## src/rtl/rr_pkg.sv

```systemverilog
// Shared round-robin helpers: wrapped index increment and index-width utilities.
// Latency: n/a (functions and types only).
// Backpressure: n/a.
//
// Contents:
//   RR_IDX_MAX_W : widest lane index supported by the helpers (N <= 256)
//   rr_idx_t     : lane index carrier, wide enough for any supported N
//   rr_idx_w(n)  : lane index width for n lanes (at least 1 bit)
//   rr_next(p,n) : (p + 1) mod n, wrapped with a single conditional subtract
package rr_pkg;

  localparam int unsigned RR_IDX_MAX_W = 8;

  typedef logic [RR_IDX_MAX_W-1:0] rr_idx_t;

  function automatic int unsigned rr_idx_w(input int unsigned n);
    return (n <= 1) ? 1 : $clog2(n);
  endfunction

  // The increment is done one bit wider than the index so that p+1 == n is
  // representable; a single subtract of n then wraps it. This stays correct
  // when n is not a power of two, where a plain IW-bit rollover would not.
  function automatic rr_idx_t rr_next(input rr_idx_t ptr, input int unsigned n);
    logic [RR_IDX_MAX_W:0] sum;
    sum = {1'b0, ptr} + 1'b1;
    if (sum >= (RR_IDX_MAX_W+1)'(n)) begin
      sum = sum - (RR_IDX_MAX_W+1)'(n);
    end
    return sum[RR_IDX_MAX_W-1:0];
  endfunction

endpackage : rr_pkg

```

## src/rtl/rr_pick.sv

```systemverilog
// Rotating-priority pick: first set bit of avail scanning upward from start.
// Latency: purely combinational.
// Backpressure: none; found=0 when no lane is available.
//
// Ports:
//   avail [N]  : per-lane availability
//   start [IW] : first lane index examined (must be < N)
//   found      : at least one lane available
//   sel   [IW] : chosen lane index (0 when found=0)
module rr_pick
  import rr_pkg::*;
#(
  parameter int unsigned N  = 4,
  parameter int unsigned IW = rr_idx_w(N)
) (
  input  logic [N-1:0]  avail,
  input  logic [IW-1:0] start,
  output logic          found,
  output logic [IW-1:0] sel
);

  rr_idx_t idx;

  // Walk the N candidates in rotated order; the first hit wins and later
  // hits are masked by found.
  always_comb begin
    found = 1'b0;
    sel   = '0;
    idx   = rr_idx_t'(start);
    for (int unsigned k = 0; k < N; k++) begin
      if (!found && avail[idx[IW-1:0]]) begin
        found = 1'b1;
        sel   = idx[IW-1:0];
      end
      idx = rr_next(idx, N);
    end
  end

endmodule : rr_pick

```

## src/rtl/rr_dispatcher.sv

```systemverilog
// One-to-N round-robin dispatcher: each accepted word goes to exactly one lane buffer.
// Latency: one cycle from accept to out_valid/out_data of the chosen lane.
// Backpressure: in_ready drops only when every lane buffer is full and not draining.
//
// Ports:
//   clk, reset          : rising-edge clock, synchronous active-high reset
//   in_valid/in_ready   : input handshake; in_ready never looks at in_valid
//   in_data   [W]       : input word
//   out_valid [N]       : lane i buffer holds a word
//   out_ready [N]       : lane i consumer takes the word this cycle
//   out_data  [N*W]     : lane i word at bits [i*W +: W]
//   last_lane [IW]      : lane that received the most recent accepted word
module rr_dispatcher
  import rr_pkg::*;
#(
  parameter int unsigned N  = 4,
  parameter int unsigned W  = 8,
  localparam int unsigned IW = rr_idx_w(N)
) (
  input  logic           clk,
  input  logic           reset,
  input  logic           in_valid,
  output logic           in_ready,
  input  logic [W-1:0]   in_data,
  output logic [N-1:0]   out_valid,
  input  logic [N-1:0]   out_ready,
  output logic [N*W-1:0] out_data,
  output logic [IW-1:0]  last_lane
);

  logic [N-1:0]        valid_q, valid_d;
  logic [N-1:0][W-1:0] data_q,  data_d;
  logic [IW-1:0]       last_q,  last_d;

  logic [N-1:0]  avail;
  rr_idx_t       start_full;
  logic [IW-1:0] start;
  logic          found;
  logic [IW-1:0] sel;
  logic          accept;

  // A lane can take a word if it is empty, or if its current word leaves
  // this same cycle (drain-and-refill without a bubble).
  assign avail      = ~valid_q | out_ready;
  assign start_full = rr_next(rr_idx_t'(last_q), N);
  assign start      = start_full[IW-1:0];

  rr_pick #(
    .N  (N),
    .IW (IW)
  ) u_pick (
    .avail (avail),
    .start (start),
    .found (found),
    .sel   (sel)
  );

  assign in_ready = found;
  assign accept   = in_valid && found;

  always_comb begin
    valid_d = valid_q & ~out_ready;
    data_d  = data_q;
    last_d  = last_q;
    if (accept) begin
      valid_d[sel] = 1'b1;
      data_d[sel]  = in_data;
      last_d       = sel;
    end
  end

  always_ff @(posedge clk) begin
    if (reset) begin
      valid_q <= '0;
      data_q  <= '0;
      // Parked on the last lane so the first word after reset lands on lane 0.
      last_q  <= IW'(N-1);
    end else begin
      valid_q <= valid_d;
      data_q  <= data_d;
      last_q  <= last_d;
    end
  end

  assign out_valid = valid_q;
  assign out_data  = data_q;
  assign last_lane = last_q;

endmodule : rr_dispatcher
```

## config.mk

```make
export PLATFORM = sky130hd
export DESIGN_NAME = rr_dispatcher
export DESIGN_NICKNAME = d
export VERILOG_FILES = /design/src/rtl/rr_pkg.sv /design/src/rtl/rr_pick.sv /design/src/rtl/rr_dispatcher.sv
export SDC_FILE = /design/constraint.sdc
export NUM_CORES = 1
export LEC_CHECK = 0
export CORE_UTILIZATION = 45
export DETAILED_ROUTE_END_ITERATION = 6
export PLACE_DENSITY = 0.78
export SKIP_LAST_GASP = 1
export SLEW_MARGIN = 20
export SYNTH_ARGS = -nofsm -noshare
export SYNTH_HDL_FRONTEND = slang
export SYNTH_SLANG_ARGS = --single-unit
```

## constraint.sdc

```tcl
create_clock -name clk -period 2 [get_ports clk]
set_input_delay 0.2 -clock clk [delete_from_list [all_inputs] [get_ports clk]]
set_output_delay 0.2 -clock clk [all_outputs]
set_load 0.01 [all_outputs]
```

==> results.txt <==
PD cells: 718 nW/um^2
Peak supply drop: 0.492 mV
Critical path arrival: 2.10 ns
Setup Crit Path Kind: in2reg
Vias in the first global route: 1418
CTS clk-pin slew, worst paths: 0.07 ns
Post-CTS setup buffer count: 0
Setup TNS: 0 ns
Met2 WL post-DR: 2040 um
Ports: 54
Core area: 3440 um^2
Cts repair resizes: 0
Final Setup Violations: 0
Top routing layer used: met4
Initial core utilization: 48.3%
Commonest non-fill, non-tap cell in the layout: clkdlybuf4s50_1
Tot GR Track Use: 22.1%
HPWL after DPL: 2880 um
Max Fclk: 0.517 GHz
Worst-Skew Late Latency: 0.29 ns
Layout net count: 234
Ys Warns: 0
1st-pass router iterations: 4
Sequential share of the synthesized area: 45.8%
Crit-path max cell delay: 0.43 ns
Drt via density: 5.05
Antenna fix cells: 0
Post-synthesis average cell area: 10.6 um^2
Syn nets: 172
Die Height: 62.8 um
Cell count after synthesis: 157
Final Skew: 0.00717 ns
Final worst setup slack: 0.0650 ns
Final Max Slew Viols: 0
Number of port buffers: 53
Status: completed
# hold bufs at CTS: 0
Met3 wire length: 209 um
Layout cells sized above 1: 10.5%
Metal1 wirelength: 1650 um
Crit-path cells: clkdlybuf4s50_1 > nand2b_1 > a211o_1 > a31oi_1 > nand3_1 > buf_4 > mux2i_1
Num rows: 21
RSZ-0062 raised after global routing: no
Worst-Margin Slew: 0.550 ns
CP required: 2.17 ns
FF+latch count, synth: 38
Die area: 3940 um^2
Syn Std Cell Area: 1660 um^2
H-tree Lvls: 2
Worst Hold Class: reg2reg
Slew HR: 63.3%
Max-cap violations: 0
DR iter-0 viols: 44
Total power: 1.70 mW
Final wirelength: 3950 um
CTS Buf Count: 5
Tmin final: 1.94 ns
Element type at the critical path start: input port
Overflow left after global routing: 0
Antenna Nets Post-Route: 0
CP max-delay cell: clkdlybuf4s50_1
Lkg Pwr: 0.993 nW
Worst Setup End Kind: flip-flop
First-pass GRT wire length: 6670 um
DR DRC count: 0
Cells after DPL: 258
Global placement routability congestion: 0.836
Yosys cell types: 30
Final hold violations: 0
Root buffer cell: clkbuf_8
Largest net degree at the start of global routing: 47
Placement Setup Slack: -0.155 ns
Maximum fanout along the worst path: 7
TritonCTS clock tree: done
Layout area overhead: 42.8%
Via count: 1342
Final period util: 96.8%
Die Wd: 62.8 um
Wire per inst: 14.8 um
CTS sink cnt: 38
Fin cells: 266
Initial antenna violation count: 0
Clock Path Buffers: 2
Commonest non-fill, non-tap cells in the layout: 53 x clkdlybuf4s50_1, 44 x nand2b_1, 38 x dfxtp_1
## critical path, delay by kind of cell
| kind | cells | cell delay [ns] |
|---|---|---|
| AO/OA/AOI/OAI | 2 | 0.71 |
| buffers and inverters | 2 | 0.65 |
| AND/OR/NAND/NOR | 2 | 0.40 |
| multiplexers | 1 | 0.13 |
## layer usage
metal	vias up	global-route usage, %
met5	-	0
met4	0	7.56
met3	8	7.48
met2	40	39.4
met1	633	24.3
li1	661	-
## where the power goes
part | switching, mW | internal, mW | leakage, nW
Combinational | 0.139 | 0.187 | 0.635
Sequential | 0.0339 | 0.802 | 0.309
Clock | 0.263 | 0.278 | 0.0482
Total | 0.436 | 1.27 | 0.993
## final timing paths
| check | start | endpoint | slack [ns] | depth (start not counted) |
|---|---|---|---|---|
| min reg2reg | out_data[26] | out_data[26] | 0.48 | 2 |
| max | out_ready[3] | out_data[3] | 0.06 | 7 |
| min | out_data[26] | out_data[26] | 0.48 | 2 |
| max reg2reg | out_valid[3] | out_data[3] | 0.11 | 6 |
## logic make-up after synthesis
logic type | Yosys count | synth area share, %
flip-flops | 38 | 45.8
AO/OA/AOI/OAI | 20 | 8.43
multiplexers | 33 | 19.9
buffers and inverters | 9 | 2.79
AND/OR/NAND/NOR | 57 | 23.1
## layout make-up
class | instances | area, um^2
inverter | 1 | 3.75
tap | 46 | 57.6
clock inverter | 1 | 5.00
timing repair buffer | 63 | 606
clock buffer | 7 | 86.3
fill | 280 | 1070
multi-input combinational | 110 | 855
sequential | 38 | 761
## registers in the layout (all words and copies together) (netlist names)
name / cells
last_lane: 2
out_valid: 4
out_data: 32
## synth_stat cells
library cell	number	area (um^2)
o21ai_0	1	5.00
nand3_1	1	5.00
dfxtp_1	38	761
nand4bb_4	1	27.5
a21boi_2	1	11.3
o22a_1	1	8.76
a32oi_2	1	16.3
or3_1	1	6.26
buf_2	1	5.00
clkbuf_1	5	18.8
a31oi_1	1	6.26
o21ai_2	1	8.76
buf_4	1	7.51
or2_2	1	6.26
a21oi_1	8	40.0
buf_6	1	11.3
o22ai_1	1	6.26
and2_1	1	6.26
nand2b_1	44	275
nand4bb_1	1	11.3
nor2b_1	1	6.26
a21o_1	2	15.0
inv_1	1	3.75
nand2_1	2	7.51
o21ai_1	1	5.00
nor3_1	1	5.00
mux2i_1	33	330
nand4_2	1	12.5
and2b_1	2	15.0
a211o_1	2	17.5
## per-stage QoR
stage	instance area (um^2)	utilization (%)	hold slack (ns)
finish	2370	69.0	0.477
global route	2370	69.0	0.504
CTS	2370	69.0	0.484
detailed placement	2280	66.3	0.469
global placement	2280	66.3	0.458
floorplan	1660	-	0.372
Power figures use the tool's default switching activity.
